===== src/rtl/gray_ramp_counter_pkg.sv =====
// gray_ramp_counter_pkg: shared ramp width, FSM states and binary-to-gray encoder
//   COUNT_WIDTH : ramp width, shared with the per-column gray-to-binary capture side
//   state_t     : ramp controller states
//   bin2gray    : binary to reflected gray code
package gray_ramp_counter_pkg;
   localparam int COUNT_WIDTH = 8;
   typedef enum logic [1:0] {IDLE, RUN, DONE} state_t;
   function automatic logic [COUNT_WIDTH-1:0] bin2gray(input logic [COUNT_WIDTH-1:0] b);
      return b ^ (b >> 1);
   endfunction
endpackage


===== src/rtl/gray_ramp_counter.sv =====
// gray_ramp_counter: programmable gray-coded ramp counter for column ADC capture
//   clk        : system clock, rising edge
//   reset      : asynchronous active-low reset
//   start      : begin a ramp (sampled in IDLE only)
//   abort      : cancel ramp, return to IDLE
//   en         : count enable, 0 pauses in RUN
//   cont       : continuous (wrapping) mode, latched with start
//   last_count : terminal binary count, latched with start
//   gray_out   : registered gray count
//   bin_out    : registered binary count, cycle-aligned with gray_out
//   busy       : high in RUN
//   done       : one-cycle pulse at end of a single-shot ramp
module gray_ramp_counter
   import gray_ramp_counter_pkg::*;
#(
   parameter int WIDTH = COUNT_WIDTH
) (
   input  logic             clk,
   input  logic             reset,
   input  logic             start,
   input  logic             abort,
   input  logic             en,
   input  logic             cont,
   input  logic [WIDTH-1:0] last_count,
   output logic [WIDTH-1:0] gray_out,
   output logic [WIDTH-1:0] bin_out,
   output logic             busy,
   output logic             done
);
   state_t           r_state;
   logic [WIDTH-1:0] r_bin;
   logic [WIDTH-1:0] r_gray;
   logic [WIDTH-1:0] r_last;
   logic             r_cont;
   logic             r_busy;
   logic             r_done;
   logic [WIDTH-1:0] w_bin_next;
   logic [WIDTH-1:0] w_gray_next;
   // gray is encoded from the next binary value and registered alongside it,
   // so gray_out never passes through combinational logic after the flop
   assign w_bin_next  = r_bin + 1'b1;
   assign w_gray_next = bin2gray(w_bin_next);
   always_ff @(posedge clk or negedge reset) begin
      if (!reset) begin
         r_state <= IDLE;
         r_bin   <= '0;
         r_gray  <= '0;
         r_last  <= '0;
         r_cont  <= 1'b0;
         r_busy  <= 1'b0;
         r_done  <= 1'b0;
      end else begin
         case (r_state)
            IDLE: begin
               r_done <= 1'b0;
               if (start && !abort) begin
                  r_last  <= last_count;
                  r_cont  <= cont;
                  r_bin   <= '0;
                  r_gray  <= '0;
                  r_busy  <= 1'b1;
                  r_state <= RUN;
               end
            end
            RUN: begin
               if (abort) begin
                  r_bin   <= '0;
                  r_gray  <= '0;
                  r_busy  <= 1'b0;
                  r_state <= IDLE;
               end else if (en) begin
                  if (r_bin != r_last) begin
                     r_bin  <= w_bin_next;
                     r_gray <= w_gray_next;
                  end else if (r_cont) begin
                     r_bin  <= '0;
                     r_gray <= '0;
                  end else begin
                     // single-shot end: outputs keep the terminal code
                     r_busy  <= 1'b0;
                     r_done  <= 1'b1;
                     r_state <= DONE;
                  end
               end
            end
            default: begin
               r_done  <= 1'b0;
               r_state <= IDLE;
            end
         endcase
      end
   end
   assign gray_out = r_gray;
   assign bin_out  = r_bin;
   assign busy     = r_busy;
   assign done     = r_done;
endmodule


===== config.mk =====
export PLATFORM = sky130hd
export DESIGN_NAME = gray_ramp_counter
export DESIGN_NICKNAME = d
export VERILOG_FILES = /design/src/rtl/gray_ramp_counter_pkg.sv /design/src/rtl/gray_ramp_counter.sv
export SDC_FILE = /design/constraint.sdc
export NUM_CORES = 1
export LEC_CHECK = 0
export BUFFER_PORTS_ARGS = -buffer_cell sky130_fd_sc_hd__buf_2
export CAP_MARGIN = 20
export CORE_MARGIN = 2
export CORE_UTILIZATION = 35
export CTS_CLUSTER_SIZE = 14
export DETAILED_ROUTE_END_ITERATION = 6
export PLACE_DENSITY = 0.67
export SLEW_MARGIN = 20
export SYNTH_ARGS = -nofsm -noshare
export SYNTH_HDL_FRONTEND = slang
export SYNTH_SLANG_ARGS = --single-unit

===== constraint.sdc =====
create_clock -name clk -period 4.2 [get_ports clk]
set_clock_uncertainty 0.2 [all_clocks]
set_input_delay 1.26 -clock clk [delete_from_list [all_inputs] [get_ports clk]]
set_output_delay 1.26 -clock clk [all_outputs]
set_load 0.01 [all_outputs]

==> out/qor.csv, run 1 <==
stage,metric,value,unit
timing,rsz0062_at_grt,no,
worst_setup_path,start_kind,input pin,
timing,min_period,3.02,ns
logic_synthesis,yosys.area.top_type,dfrtp_1,
floorplanning,start_util,0.369,
final_layout,fin_nets,200,
clocking,cts_resized,0,
timing,slew_viol_final,0,
worst_setup_path,cp_common_cell,buf_4,
final_layout,area_delta_synth_final,14.1,%
clocking,htree_levels,1,
outcome,status,finished clean,
worst_setup_path,crit_required,4.15,ns
worst_setup_path,arrival,2.97,ns
logic_synthesis,synth_nets,174,
timing,maxSlewHeadroom,0.509,
logic_synthesis,synthesis.area,0.00164,mm^2
clocking,cts_made_buffers,3,
timing,finalCritPeriodShare,0.718,
power,p_seq_frac,0.535,
final_layout,drive_gt1_frac,0.310,
flow_run,cap_violations,0,
logic_synthesis,ys_top_cells_by_count,"dfrtp_1, o21ai_0, mux2_2",
power,internal_power,0.000426,W
power,p_per_area,315,mW/mm^2
floorplanning,core_area,0.00444,mm^2
floorplanning,dieWidth,72.4,um
logic_synthesis,seq_area_frac_synth,0.428,
logic_synthesis,post-synth-top-count-cell,dfrtp_1,
drt,dr_total_vias,1315,
worst_setup_path,critical_path.max_stage_delay,0.58,ns
power,p_leak,0.816,nW
worst_setup_path,r2r_slack,1.87,ns
floorplanning,die_h,72.4,um
global_route,grt_remaining_overflow,0,
logic_synthesis,async_flop_share,1.00,
worst_setup_path,cp-end-kind,register,
clocking,cts_tree,done,
logic_synthesis,synth-seq-cells,28,
clocking,clock_path_buffers,2,
logic_synthesis,synth_edf_count,0,
global_route,track_usage,0.138,
global_route,grt_first_pass_wirelength,5.83,mm
clocking,cts_setup_buffers,0,
clocking,clk_pin_slew_worst_paths,0.09,ns
worst_setup_path,worstPathMaxFanout,11,
timing,fmax,0.332,GHz
timing,hold_violations,0,
logic_synthesis,synth_cells,159,
logic_synthesis,yosys_warnings,0,
drt,routedWlPerCell,14.6,um
placement,preCtsSetupSlack,0.955,ns
clocking,insertion_delay,0.28,ns
global_route,grt_pass1_vias,1294,
clocking,root_buffer,clkbuf_8,
floorplanning,dieArea,0.00524,mm^2
logic_synthesis,synth_cell_types,43,
power,vdd_ir_drop_max,0.159,mV
drt,firstDrtPassIters,6,
power,comb_power_share,0.180,
global_route,grt_max_degree,29,
final_layout,n_antenna_cell,0,
drt,wl,3.45,mm
global_route,antenna_found_initial,0,
timing,finalSetupViolCount,0,
power,swShare,0.275,
worst_setup_path,cp_slowest_cell,a21oi_1,
logic_synthesis,netlist_top_cells_area,"dfrtp_1, mux2_2, xor2_2, o21ai_0, xnor2_1",
floorplanning,num_io_pins,32,
final_layout,nFillCells,465,
power,power_frac_clock,0.284,
worst_setup_path,startpoint,start,
worst_setup_path,crit_type,in -> reg,
clocking,ctsHoldBuffers,0,
placement,hpwlAfterDp,2.56,mm
logic_synthesis,syn_area_per_cell,10.3,um^2
worst_setup_path,path_cells,"buf_2, nor4b_2, buf_4, a21oi_1, buf_4, or2_1, o21ai_0",
timing,fin_ws,1.18,ns
drt,first_iter_violations,76,
min_path,holdCritStartpoint,done$_DFFE_PN0P_,
min_path,hp-class,reg -> reg,
drt,drc,0,
floorplanning,rows,24,
timing,whs,0.299,ns
logic_synthesis,synthFlopType,dfrtp_1,
power,p_sw,0.000162,W
drt,vias_per_cell,5.57,
timing,tightestPinTransition,0.737,ns
placement,routabilityCongestion,0.824,
worst_setup_path,r2r_start,bin_out[1]$_DFFE_PN0P_,
timing,fin_setup_tns,0,ns
logic_synthesis,yosys.area.top_type_share,0.428,
drt,ant_nets,0,
placement,io_buffers,31,
clocking,clock-sinks,28,
-- power by group through the flow --
stage | Sequential [W] | Clock [W] | Combinational [W]
finish | 0.000315 | 0.000167 | 0.000106
global route | 0.000319 | 0.000181 | 0.000117
CTS | 0.000315 | 0.000174 | 0.000108
detailed placement | 0.000321 | 0 | 0.000107
global placement | 0.000320 | 0 | 0.000104
floorplan | 0.000316 | 0 | 0.0000789
-- cells by family after synthesis --
family	share of synthesized area
AO/OA/AOI/OAI	0.189
XOR/XNOR	0.114
adder cells (fa/ha/maj)	0.00764
buffers and inverters	0.0558
flip-flops	0.428
multiplexers	0.0619
AND/OR/NAND/NOR	0.144
-- per-stage QoR --
step / utilization / power, W / area (um^2) / std cells
floorplan: - / 0.000395 / 1640 / 159
global placement: 0.408 / 0.000425 / 1810 / 232
detailed placement: 0.408 / 0.000428 / 1810 / 232
CTS: 0.421 / 0.000597 / 1870 / 236
global route: 0.421 / 0.000617 / 1870 / 236
finish: 0.421 / 0.000588 / 1870 / 236
-- sequential cells by signal, summed over array words and instances, names as in the netlist --
register and count:
busy 1, r_last 8, bin_out 8, done 1, r_cont 1, gray_out 7, r_state 2
-- critical path: cells and delay by family --
kind,cells,cell delay (ns)
AO/OA/AOI/OAI,2,0.73
buffers and inverters,3,0.54
AND/OR/NAND/NOR,2,0.42
-- layer usage --
metal	vias to the layer above	GRT usage	wire (um)
met1	632	0.184	1640
met5	-	0	0
met3	5	0.0389	208
li1	620	-	-
met4	0	0.0288	21
met2	58	0.226	1580
-- layout by cell type, fill, tap and decap left out, drive strengths merged, types with 6 or more instances in the layout --
cell type  instances
xnor2              8
nand2              7
o31ai              7
o21ai             14
mux2               9
xor2               9
buf               33
dfrtp             28
inv                7
a21oi              6
-- final timing paths --
check / to / depth (start not counted)
setup reg to reg: bin_out[7]$_DFFE_PN0P_ / 5
min in group asynchronous: bin_out[1]$_DFFE_PN0P_ / 1
max in group asynchronous: bin_out[5]$_DFFE_PN0P_ / 1
hold / removal: done$_DFFE_PN0P_ / 1
hold reg to reg: done$_DFFE_PN0P_ / 1
setup / recovery: bin_out[1]$_DFFE_PN0P_ / 7
-- cell type report --
class / instances / area [um^2] / share of cell area
multi-input combinational: 112 / 852 / 0.456
clock buffer: 4 / 55.1 / 0.0295
timing repair buffer: 33 / 170 / 0.0910
sequential: 28 / 701 / 0.375
inverter: 7 / 26.3 / 0.0141
tap: 52 / 65.1 / 0.0348
(Power assumes the default switching activity.)
==> run 2, diff against run 1 <==
==> constraint.sdc (replaced) <==
create_clock -name clk -period 3.1 [get_ports clk]
set_clock_uncertainty 0.2 [all_clocks]
set_input_delay 0.93 -clock clk [delete_from_list [all_inputs] [get_ports clk]]
set_output_delay 0.93 -clock clk [all_outputs]
set_load 0.01 [all_outputs]
==> out/qor.csv, run 2 (synthesized netlist as in run 1, its figures left out) <==
stage,metric,value,unit
outcome,status,finished clean,
timing,rsz0062_at_grt,no,
drt,drc,0,
clocking,clock_path_buffers,2,
placement,dp_cells,234,
worst_setup_path,start_kind,input pin,
final_layout,final_cells,238,
global_route,track_usage,0.141,
placement,hpwlAfterDp,2.53,mm
floorplanning,num_io_pins,32,
clocking,cts_setup_buffers,0,
worst_setup_path,worstPathMaxFanout,8,
clocking,insertion_delay,0.28,ns
clocking,cts_made_buffers,3,
timing,fin_setup_tns,0,ns
timing,finalSetupViolCount,0,
drt,firstDrtPassIters,6,
global_route,grt_remaining_overflow,0,
timing,tightestPinTransition,0.623,ns
timing,fmax,0.420,GHz
global_route,grt_max_degree,29,
worst_setup_path,cp_slowest_cell,or3_1,
placement,routabilityCongestion,0.847,
floorplanning,core_area,0.00444,mm^2
worst_setup_path,critical_path.max_stage_delay,0.48,ns
drt,ant_nets,0,
drt,routedWlPerCell,14.2,um
placement,preCtsSetupSlack,0.461,ns
final_layout,layout_common_cells,"buf_2, dfrtp_1, o21ai_0",
clocking,cts_resized,0,
final_layout,final_area,0.00190,mm^2
flow_run,cap_violations,0,
placement,io_buffers,31,
timing,finalCritPeriodShare,0.767,
floorplanning,start_util,0.369,
clocking,root_buffer,clkbuf_8,
power,p_per_area,454,mW/mm^2
floorplanning,dieArea,0.00524,mm^2
final_layout,final_common_cell,buf_2,
final_layout,nFillCells,438,
worst_setup_path,crit_type,in -> reg,
timing,min_period,2.38,ns
worst_setup_path,path_delay_family,simple AND/OR/NAND/NOR gates,
timing,hold_violations,0,
final_layout,n_antenna_cell,0,
power,p_leak,0.833,nW
timing,maxSlewHeadroom,0.585,
clocking,ctsHoldBuffers,0,
worst_setup_path,cp-end-kind,register,
drt,first_iter_violations,139,
floorplanning,die_h,72.4,um
drt,wl,3.39,mm
worst_setup_path,crit_required,3.09,ns
drt,dr_total_vias,1294,
worst_setup_path,arrival,2.37,ns
timing,fin_ws,0.721,ns
power,vdd_ir_drop_max,0.272,mV
clocking,clk_pin_slew_worst_paths,0.10,ns
global_route,grt_pass1_vias,1183,
worst_setup_path,path_cells,"buf_2, nor2_1, nand2_1, a21o_1, or3_1, o41ai_2",
global_route,grt_first_pass_wirelength,5.78,mm
timing,slew_viol_final,0,
final_layout,fin_nets,202,
floorplanning,rows,24,
placement,place_area,0.00183,mm^2
global_route,antenna_found_initial,0,
floorplanning,dieWidth,72.4,um
final_layout,area_delta_synth_final,16.0,%
clocking,htree_levels,1,
final_layout,drive_gt1_frac,0.317,
worst_setup_path,worst-path-buf-inv,1,
clocking,clock-sinks,28,
drt,vias_per_cell,5.44,
min_path,hp-class,reg -> reg,
clocking,cts_tree,done,
power,power,0.000864,W
## run 2: changes by cell type in the layout (fill, tap and decap cells not counted), sizes merged
cell	previous run	this run
clkbuf	4	3
buf	33	35
bufinv	0	1
## run 2: metrics by stage
stage,util,hold WS [ns]
floorplan,-,0.281
global placement,0.412,0.272
detailed placement,0.412,0.275
CTS,0.428,0.300
global route,0.428,0.318
finish,0.428,0.296
## run 2: power by group
| part | switching [W] | leakage [nW] | internal, W |
|---|---|---|---|
| sequential | 0.0000289 | 0.367 | 0.000396 |
| clock | 0.000118 | 0.0357 | 0.000173 |
| combinational | 0.0000773 | 0.430 | 0.0000701 |
| total | 0.000224 | 0.833 | 0.000639 |
## run 2: final cells by class
| class | count | area [um^2] | share of cell area |
|---|---|---|---|
| clock buffer | 3 | 41.3 | 0.0217 |
| clock inverter | 1 | 30.0 | 0.0158 |
| inverter | 7 | 26.3 | 0.0138 |
| multi-input combinational | 112 | 852 | 0.448 |
| sequential | 28 | 701 | 0.369 |
| tap | 52 | 65.1 | 0.0342 |
| timing repair buffer | 35 | 185 | 0.0974 |
## run 2: final timing paths
kind,start,end,slack [ns],cells past startpoint
worst max-delay path,abort,bin_out[3]$_DFFE_PN0P_,0.72,6
worst min-delay path,done$_DFFE_PN0P_,done$_DFFE_PN0P_,0.30,1
worst max register to register,bin_out[3]$_DFFE_PN0P_,bin_out[1]$_DFFE_PN0P_,0.81,5
worst min register to register,done$_DFFE_PN0P_,done$_DFFE_PN0P_,0.30,1
max in group asynchronous,reset,bin_out[6]$_DFFE_PN0P_,1.84,1
min in group asynchronous,reset,gray_out[1]$_DFFE_PN0P_,0.45,1
## run 2: worst register-to-register path: stages, from the launching register on
cell	delay, ns
dfrtp_1	0.56
xor2_2	0.25
nor3_1	0.32
and4_4	0.38
or2_1	0.32
o21ai_0	0.14
## run 2: metal layers
metal | wire length (um) | track usage | vias to the layer above
met5 | 0 | 0 | -
met4 | 10 | 0.0412 | 0
met3 | 197 | 0.0306 | 3
met2 | 1520 | 0.208 | 51
met1 | 1670 | 0.208 | 614
li1 | - | - | 626
